$ cat src/rtl/mix_columns_engine_pkg.sv
// Shared types, GF(2^8) helpers and FSM encoding for the MixColumns engine.
// Byte s0 of each column sits in the MSB; column 0 is the top 32 bits of the state.
package mix_columns_engine_pkg;

  typedef logic [31:0]  aes_col_t;
  typedef logic [127:0] aes_state_t;

  typedef enum logic [1:0] {
    StIdle,
    StBusy,
    StDone
  } fsm_state_e;

  function automatic logic [7:0] xtime(input logic [7:0] x);
    return {x[6:0], 1'b0} ^ (x[7] ? 8'h1b : 8'h00);
  endfunction

  function automatic logic [7:0] gf_mul2(input logic [7:0] x);
    return xtime(x);
  endfunction

  function automatic logic [7:0] gf_mul3(input logic [7:0] x);
    return xtime(x) ^ x;
  endfunction

  // The inverse coefficients share the x*2, x*4, x*8 chain.
  function automatic logic [7:0] gf_mul9(input logic [7:0] x);
    return xtime(xtime(xtime(x))) ^ x;
  endfunction

  function automatic logic [7:0] gf_mulb(input logic [7:0] x);
    return xtime(xtime(xtime(x))) ^ xtime(x) ^ x;
  endfunction

  function automatic logic [7:0] gf_muld(input logic [7:0] x);
    return xtime(xtime(xtime(x))) ^ xtime(xtime(x)) ^ x;
  endfunction

  function automatic logic [7:0] gf_mule(input logic [7:0] x);
    return xtime(xtime(xtime(x))) ^ xtime(xtime(x)) ^ xtime(x);
  endfunction

  function automatic aes_col_t get_col(input aes_state_t s, input int unsigned c);
    return s[127 - 32 * c -: 32];
  endfunction

  function automatic aes_state_t set_col(input aes_state_t s, input int unsigned c,
                                         input aes_col_t v);
    aes_state_t r;
    r = s;
    r[127 - 32 * c -: 32] = v;
    return r;
  endfunction

endpackage

$ cat src/rtl/mix_columns_engine_if.sv
// Upstream/downstream valid-ready bundle for the MixColumns engine.
interface mix_columns_engine_if;
  import mix_columns_engine_pkg::*;

  logic       in_valid;
  logic       in_ready;
  aes_state_t in_state;
  logic       in_inv;
  logic       out_valid;
  logic       out_ready;
  aes_state_t out_state;

  modport master (
    output in_valid, in_state, in_inv, out_ready,
    input  in_ready, out_valid, out_state
  );

  modport slave (
    input  in_valid, in_state, in_inv, out_ready,
    output in_ready, out_valid, out_state
  );

endinterface

$ cat src/rtl/mix_columns_engine_mix_column_unit.sv
// Combinational MixColumns / InvMixColumns on a single 32-bit column.
module mix_column_unit
  import mix_columns_engine_pkg::*;
(
  input  aes_col_t col,
  input  logic     inv,
  output aes_col_t result
);

  logic [7:0] s0, s1, s2, s3;
  aes_col_t   fwd, bwd;

  assign {s0, s1, s2, s3} = col;

  assign fwd = {
    gf_mul2(s0) ^ gf_mul3(s1) ^ s2          ^ s3,
    s0          ^ gf_mul2(s1) ^ gf_mul3(s2) ^ s3,
    s0          ^ s1          ^ gf_mul2(s2) ^ gf_mul3(s3),
    gf_mul3(s0) ^ s1          ^ s2          ^ gf_mul2(s3)
  };

  assign bwd = {
    gf_mule(s0) ^ gf_mulb(s1) ^ gf_muld(s2) ^ gf_mul9(s3),
    gf_mul9(s0) ^ gf_mule(s1) ^ gf_mulb(s2) ^ gf_muld(s3),
    gf_muld(s0) ^ gf_mul9(s1) ^ gf_mule(s2) ^ gf_mulb(s3),
    gf_mulb(s0) ^ gf_muld(s1) ^ gf_mul9(s2) ^ gf_mule(s3)
  };

  assign result = inv ? bwd : fwd;

endmodule

$ cat src/rtl/mix_columns_engine.sv
// Multi-cycle MixColumns/InvMixColumns engine; COLS_PER_CYCLE columns per clock,
// result available NCYC cycles after acceptance, one transaction per NCYC+1 cycles.
module mix_columns_engine
  import mix_columns_engine_pkg::*;
#(
  parameter int unsigned COLS_PER_CYCLE = 1
) (
  input logic                 clk,
  input logic                 rst,
  mix_columns_engine_if.slave bus
);

  if (!(COLS_PER_CYCLE == 1 || COLS_PER_CYCLE == 2 || COLS_PER_CYCLE == 4)) begin : gen_bad_cfg
    $error("COLS_PER_CYCLE must be 1, 2 or 4");
  end

  localparam int unsigned NCYC = (COLS_PER_CYCLE == 0) ? 4 : 4 / COLS_PER_CYCLE;
  localparam logic [1:0]  CntLast = 2'(NCYC - 1);

  fsm_state_e state_q, state_d;
  logic [1:0] cnt_q, cnt_d;
  aes_state_t src_q, src_d;
  aes_state_t res_q, res_d;
  logic       inv_q, inv_d;
  logic       in_ready;
  logic       accept;

  aes_col_t unit_in  [COLS_PER_CYCLE];
  aes_col_t unit_out [COLS_PER_CYCLE];

  for (genvar g = 0; g < COLS_PER_CYCLE; g++) begin : gen_unit
    assign unit_in[g] = get_col(src_q, 32'(cnt_q) * COLS_PER_CYCLE + g);

    mix_column_unit u_unit (
      .col    (unit_in[g]),
      .inv    (inv_q),
      .result (unit_out[g])
    );
  end

  // A finishing result may hand off and accept a new job in the same cycle.
  assign in_ready = !rst && ((state_q == StIdle) || (state_q == StDone && bus.out_ready));
  assign accept   = bus.in_valid && in_ready;

  assign bus.in_ready  = in_ready;
  assign bus.out_valid = (state_q == StDone);
  assign bus.out_state = res_q;

  always_comb begin
    state_d = state_q;
    cnt_d   = cnt_q;
    src_d   = src_q;
    inv_d   = inv_q;
    res_d   = res_q;

    unique case (state_q)
      StIdle: begin
        if (accept) begin
          src_d   = bus.in_state;
          inv_d   = bus.in_inv;
          cnt_d   = '0;
          state_d = StBusy;
        end
      end
      StBusy: begin
        for (int unsigned g = 0; g < COLS_PER_CYCLE; g++) begin
          res_d = set_col(res_d, 32'(cnt_q) * COLS_PER_CYCLE + g, unit_out[g]);
        end
        if (cnt_q == CntLast) begin
          cnt_d   = '0;
          state_d = StDone;
        end else begin
          cnt_d = cnt_q + 2'd1;
        end
      end
      StDone: begin
        if (accept) begin
          src_d   = bus.in_state;
          inv_d   = bus.in_inv;
          cnt_d   = '0;
          state_d = StBusy;
        end else if (bus.out_ready) begin
          state_d = StIdle;
        end
      end
      default: state_d = StIdle;
    endcase
  end

  always_ff @(posedge clk) begin
    if (rst) begin
      state_q <= StIdle;
      cnt_q   <= '0;
      src_q   <= '0;
      res_q   <= '0;
      inv_q   <= 1'b0;
    end else begin
      state_q <= state_d;
      cnt_q   <= cnt_d;
      src_q   <= src_d;
      res_q   <= res_d;
      inv_q   <= inv_d;
    end
  end

endmodule

$ cat src/flat_wrapper.sv
// flat-port wrapper written by rule: the top's interface ports become plain ports
module mix_columns_engine_flat import mix_columns_engine_pkg::*;
#(
  parameter int unsigned COLS_PER_CYCLE = 1
)
  (clk, rst, bus_in_valid, bus_in_state, bus_in_inv, bus_out_ready, bus_in_ready, bus_out_valid, bus_out_state);
  mix_columns_engine_if bus_i ();
  input logic clk;
  input logic rst;
  input wire logic [$bits(bus_i.in_valid)-1:0] bus_in_valid;
  input wire logic [$bits(bus_i.in_state)-1:0] bus_in_state;
  input wire logic [$bits(bus_i.in_inv)-1:0] bus_in_inv;
  input wire logic [$bits(bus_i.out_ready)-1:0] bus_out_ready;
  output wire logic [$bits(bus_i.in_ready)-1:0] bus_in_ready;
  output wire logic [$bits(bus_i.out_valid)-1:0] bus_out_valid;
  output wire logic [$bits(bus_i.out_state)-1:0] bus_out_state;
  assign bus_i.in_valid = bus_in_valid;
  assign bus_i.in_state = bus_in_state;
  assign bus_i.in_inv = bus_in_inv;
  assign bus_i.out_ready = bus_out_ready;
  assign bus_in_ready = bus_i.in_ready;
  assign bus_out_valid = bus_i.out_valid;
  assign bus_out_state = bus_i.out_state;
  mix_columns_engine #(.COLS_PER_CYCLE(COLS_PER_CYCLE)) u_core (.clk(clk), .rst(rst), .bus(bus_i));
endmodule
$ cat config.mk
export PLATFORM = sky130hd
export DESIGN_NAME = mix_columns_engine_flat
export DESIGN_NICKNAME = d
export VERILOG_FILES = /design/src/rtl/mix_columns_engine_pkg.sv /design/src/rtl/mix_columns_engine_if.sv /design/src/rtl/mix_columns_engine_mix_column_unit.sv /design/src/rtl/mix_columns_engine.sv /design/src/flat_wrapper.sv
export SDC_FILE = /design/constraint.sdc
export NUM_CORES = 1
export LEC_CHECK = 0
export ABC_AREA = 1
export BUFFER_PORTS_ARGS = -buffer_cell sky130_fd_sc_hd__buf_2
export CAP_MARGIN = 20
export CORE_MARGIN = 2
export CORE_UTILIZATION = 35
export CTS_BUF_LIST = sky130_fd_sc_hd__clkbuf_16
export DETAILED_ROUTE_END_ITERATION = 8
export SLEW_MARGIN = 20
export SYNTH_ARGS = -nofsm -noshare
export SYNTH_HDL_FRONTEND = slang
export SYNTH_SLANG_ARGS = --single-unit
$ cat constraint.sdc
create_clock -name clk -period 4.1 [get_ports clk]
set_input_delay 0.205 -clock clk [delete_from_list [all_inputs] [get_ports clk]]
set_output_delay 0.205 -clock clk [all_outputs]
set_load 0.01 [all_outputs]
* Word level (Yosys, flattened, before mapping)
Cells that the tools add are included.
Storage, ports and cells: register bits 261, bits of input ports 133, output and inout bits 130, word-level logic and storage cells 115
Cells by class: add/subtract/negate cells 3, equality and inequality tests 7, shift operators 3, mux-type cells 22, bitwise logic cells 64, reductions and logical operators 11
Operators with widths (count):
- 8-bit XOR | 56
- 32-bit by 34-bit variable shift with 159-bit output (first input constant) | 1
- 159-bit by 33-bit variable part select with 32-bit output | 1
- 32-bit by 34-bit variable part select with 159-bit output | 1
- 128-bit bitwise mux | 1
- 8-bit by 5-bit XOR with 8-bit output | 8
- 5-bit two-way mux | 12
- 32-bit negator with 34-bit output | 1
- 32-bit two-way mux | 1
- 2-bit two-way mux | 6
- 7-bit by 7-bit subtractor with 8-bit output (first input constant) | 1
- 2-bit by 1-bit != test with 1-bit output (second input constant) | 3
- 2-bit case mux with 3 select lines | 1
- 2-bit == test (second input constant) | 2
- 2-bit case mux with 2 select lines | 1
- 2-bit AND reduction | 2
- 1-bit logical AND | 3
- 3-bit by 2-bit != test with 1-bit output (second input constant) | 1
- 3-bit AND reduction | 1
- 2-bit by 1-bit adder with 2-bit output (second input constant) | 1
- 2-bit by 1-bit == test with 1-bit output (second input constant) | 1
- 2-bit zero test | 1
- 2-bit nonzero test | 1
- 2-bit OR reduction | 1
- other kinds (2) | 2

* Depth between registers and ports, before layout
depth after elaboration 16, mapped depth 21, gate-level depth less buffers 19

* By module
From an unflattened synthesis, not the netlist that was laid out.
Unflattened totals: cell total of the unflattened synthesis 2781, area total of the unflattened synthesis 16935.0 sq um
By module, submodules not included:
- mix_columns_engine | instances 1, cells an instance 1745, area an instance 11521.0 sq um, seq. area each 5225.0 sq um
- mix_column_unit | instances 1, cells an instance 1036, area an instance 5413.9 sq um, seq. area each 0.0 sq um

* Least setup slack after synthesis
Ideal clock, no wire load.
path kind reg-to-reg, start point register u_core.cnt_q[0], end point register u_core.res_q[123], in the netlist u_core.bus.out_state[123], setup time 0.070 ns, data arrival time 2.094 ns, required time 4.030 ns, setup slack 1.935 ns, stages on the path, launching flop included 12, path buffers 5, period minus slack after synthesis 2.165 ns, path through dfxtp_1 -> buf_6 -> inv_8 -> buf_8 -> buf_6 -> clkbuf_1 -> ha_1 -> nand2_1 -> nor2_1 -> clkbuf_1 -> nand4_1 -> a21oi_1
On the way: cells in the longest elaborated chain, start to end 14, elaborated cells between the ends (all ways) 83, classes of those cells 2 x add/sub; 3 x shift; 14 x mux; 64 x bitwise
RTL lines:
- start: declaration | RTL line mix_columns_engine.sv:21 | logic [1:0] cnt_q, cnt_d;
- start signal: assignment | RTL line mix_columns_engine.sv:99 | cnt_q <= cnt_d;
- 7-bit by 7-bit subtractor with 8-bit output * | RTL line mix_columns_engine_pkg.sv:44, mix_columns_engine_pkg.sv:51
- 159-bit by 33-bit variable part select with 32-bit output | RTL line mix_columns_engine_pkg.sv:44 | return s[127 - 32 * c -: 32];
- 8-bit XOR, or another cell as far along (2 in a row) | RTL line mix_columns_engine_pkg.sv:15 | return {x[6:0], 1'b0} ^ (x[7] ? 8'h1b : 8'h00);
- 5-bit two-way mux / 8-bit XOR (equally long branches) | RTL line mix_columns_engine_pkg.sv:15
- 8-bit by 5-bit XOR with 8-bit output / 8-bit XOR (equally long branches) | RTL line mix_columns_engine_pkg.sv:15
- 8-bit XOR, on equally long branches (2 in a row) | RTL line mix_columns_engine_pkg.sv:32, mix_columns_engine_pkg.sv:36, mix_columns_engine_pkg.sv:40
- 8-bit XOR, on equally long branches (3 in a row)
- 32-bit two-way mux | RTL line mix_columns_engine_mix_column_unit.sv:29 | assign result = inv ? bwd : fwd;
- 32-bit by 34-bit variable part select with 159-bit output | RTL line mix_columns_engine_pkg.sv:51 | r[127 - 32 * c -: 32] = v;
- 128-bit bitwise mux * | RTL line mix_columns_engine_pkg.sv:51
- end signal: assignment | RTL line mix_columns_engine.sv:101 | res_q <= res_d;
- end: declaration | RTL line mix_columns_engine.sv:23 | aes_state_t res_q, res_d;
Mark *: on every way between the ends. The rest lies on a longest branch, timed or not. A chain may end at the register's enable or synchronous reset.

* Worst setup path in the final report
start point register u_core.cnt_q[1], end point register u_core.res_q[47], in the netlist u_core.bus.out_state[47]
Same word-level chain as after synthesis.

==> impl_metrics.env <==
export IMPL_grt_usage=0.273
export IMPL_synth_top_area_frac=0.322
export IMPL_yosysWarnings=0
export IMPL_gr_usage_met2=0.453
export IMPL_hold_end="u_core.bus.out_state[86]"
export IMPL_arrival_ns=4.04
export IMPL_grtUsageMet1=0.364
export IMPL_synth_edf_count=0
export IMPL_crit_cells=15
export IMPL_postCtsHoldBufs=130
export IMPL_cp_max_fo=56
export IMPL_yosysMostFrequentCell="nand2_1"
export IMPL_drcViolationCount=0
export IMPL_worst_pin_slew_ns=1.07
export IMPL_crit_family="simple AND/OR/NAND/NOR gates"
export IMPL_clk_latency_ns=0.61
export IMPL_synth_async_reset_ratio=0
export IMPL_synthCells=2493
export IMPL_antenna_cells=0
export IMPL_n_fill_cell=4708
export IMPL_hold_path_class="input port to flop"
export IMPL_period_share=0.889
export IMPL_finalSetupTns_ns=0
export IMPL_rr_worst_depth=15
export IMPL_cts_sinks=261
export IMPL_p_per_area_nw_per_um2=456
export IMPL_synth_fp_nets=2630
export IMPL_worst_setup_path_end_kind="flop"
export IMPL_multi_input_area_um2=9970
export IMPL_vias_per_cell=5.22
export IMPL_vdd_drop_max_mv=0.336
export IMPL_synth_common_cells="nand2_1 (1079), dfxtp_1 (261), a21oi_1 (256), nand3_1 (184), xor2_1 (105)"
export IMPL_cp_num_buf_inv=3
export IMPL_hpwlAfterDp_um=48400
export IMPL_final_nets=2948
export IMPL_crit_path_frequent_cell="nand2_1"
export IMPL_htree_levels=1
export IMPL_start_util=0.356
export IMPL_post_route_util=0.440
export IMPL_io_buffer_count=262
export IMPL_final_max_slew_viol_count=0
export IMPL_slowest_delay_ns=0.51
export IMPL_worstReg2RegStart="u_core.cnt_q[1]"
export IMPL_dpl_cell_area_um2=17900
export IMPL_hold_viol=0
export IMPL_antenna_found_initial=0
export IMPL_slew_headroom=0.289
export IMPL_routed_wl_um=67000
export IMPL_synthToLayoutAreaGrowth_pct=23.6
export IMPL_clkTransAtPathRegs_ns=0.06
export IMPL_dieArea_um2=48100
export IMPL_synth_seq_area_share=0.322
export IMPL_worstPathCellList="buf_4, nand3_1, nand2_1, inv_1, nand2_1, nand2_1, xor2_1, xor2_1, inv_1, nand2_1, nand2_1, o21ai_1, nor2_1, nand2_1, a21oi_1"
export IMPL_busiest_layer="met2"
export IMPL_routedWlPerCell_um=19.5
export IMPL_r2r_slack_ns=0.46
export IMPL_instances_no_fill=3433
export IMPL_root_buffer="clkbuf_16"
export IMPL_crit_slowest_cell="nand2_1"
export IMPL_rsz0062_at_grt="no"
export IMPL_cts_made_buffers=30
export IMPL_synth_distinct_cells=36
export IMPL_overflow=0
export IMPL_critPathKind="flop to flop"
export IMPL_drt_iter0_drc=1643
export IMPL_skew_ns=0.0610
export IMPL_synth_flop_cell="dfxtp_1"
export IMPL_vias=17935
export IMPL_start_kind="flop"
export IMPL_clockBufferDepth=3
export IMPL_cts_tree="yes"
export IMPL_detail_route_antenna_nets=0
export IMPL_die_w_um=219
export IMPL_grt_first_pass_wirelength_um=101000
export IMPL_synth_largest_area_cell="dfxtp_1"
export IMPL_grt_pass1_vias=17062
export IMPL_status="finished clean"
export IMPL_max_cap_viol_count=0
export IMPL_coreArea_um2=45600
export IMPL_synth_avg_cell_area_um2=6.51
export IMPL_required_ns=4.49
export IMPL_setup_viol=0
export IMPL_crit_start="u_core.cnt_q[1]"
export IMPL_use_met3=0.0363
export IMPL_p_leak_nw=9.02
export IMPL_register_area_um2=5230
export IMPL_min_period_ns=3.64
export IMPL_cts_resized=0
export IMPL_fp_row_count=78
export IMPL_ys_seq_elements=261
export IMPL_hold_depth=2
export IMPL_io_pins=263
export IMPL_first_pass_iters=8
export IMPL_netlist_area_um2=16200
export IMPL_post_cts_repair_setup_buffers=0
export IMPL_die_y_um=219
export IMPL_reg2reg_to="u_core.bus.out_state[47]"
export IMPL_min_from="rst"
export IMPL_ys_top_cells_by_area="dfxtp_1 (32%), nand2_1 (25%), a21oi_1 (7.9%), nand3_1 (5.7%), xor2_1 (5.7%)"
export IMPL_gp_congestion=1.06
export IMPL_place_inst=3249
export IMPL_design_area_um2=20100
export IMPL_drive_gt1_frac=0.172
export IMPL_fmax_mhz=274
export IMPL_grt_start_max_net_pins=146
## sequential cells by signal, indices dropped and copies added, names as in the netlist
| signal | count |
|---|---|
| u_core.src_q | 128 |
| u_core.bus.out_state | 128 |
| u_core.state_q | 2 |
| u_core.cnt_q | 2 |
| u_core.inv_q | 1 |
## placed cells by master (no fill, tap or decap), drive strengths merged
cell         Yosys  routed
ha               4       4
nor2            57      57
xnor2           62      62
a21oi          256     256
dfxtp          261     261
a21o             3       3
nand4           85      85
inv             93     101
nand3          208     208
or2             17      17
o21ai           22      22
a211oi          16      16
clkinv           1      17
clkbuf          86      31
nand3b           3       3
dlygate4sd3      0     130
xor2           109     109
buf             46     287
nand2         1164    1164
## final cells by class
cell class	instances	area share
Tap cell	600	0.0374
Inverter	94	0.0182
Clock buffer	30	0.0374
Multi-Input combinational cell	2006	0.497
Timing Repair Buffer	418	0.142
Clock inverter	24	0.00699
Sequential cell	261	0.261
## how the worst max path moves through the flow
stage	endpoint	slack, ns
finish	u_core.bus.out_state[47]	0.46
global route	u_core.bus.out_state[111]	0.27
CTS	u_core.bus.out_state[47]	0.53
detailed placement	u_core.bus.out_state[47]	0.61
global placement	u_core.bus.out_state[111]	0.59
floorplan	u_core.bus.out_state[123]	1.94
## kinds of logic (layout without fill, tap and decap cells)
logic type | Yosys count | count (layout) | synth area share
buf+inv | 226 | 566 | 0.0646
xor+xnor | 171 | 171 | 0.103
simple gates | 1534 | 1534 | 0.413
flops | 261 | 261 | 0.322
fa+ha+maj | 4 | 4 | 0.00309
compound gates | 297 | 297 | 0.0948
## where the power goes
| part | switching, mW | internal [mW] |
|---|---|---|
| clock | 1.11 | 1.33 |
| combinational | 2.73 | 1.24 |
| sequential | 0.0748 | 2.65 |
## per-layer routing
| layer | vias up | wire [µm] |
|---|---|---|
| met4 | 0 | 2330 |
| met2 | 694 | 31200 |
| met3 | 109 | 4430 |
| met5 | - | 0 |
| li1 | 8678 | - |
| met1 | 8454 | 29000 |
## worst register-to-register path: cells and delay by family (launching register included)
family,cells,cell delay (ns)
xor+xnor,2,0.57
simple gates,8,1.27
buf+inv,3,0.87
compound gates,2,0.38
flops,1,0.33
## through the flow
step / hold WS (ns) / total power [mW] / setup slack, ns
2_1_floorplan: 0.350 / 5.43 / 1.94
3_3_place_gp: 0.451 / 6.55 / 0.590
3_5_place_dp: 0.452 / 6.57 / 0.612
4_1_cts: 0.148 / 9.11 / 0.531
5_1_grt: 0.191 / 9.66 / 0.269
6_report: 0.164 / 9.14 / 0.456
(Power assumes the default switching activity.)
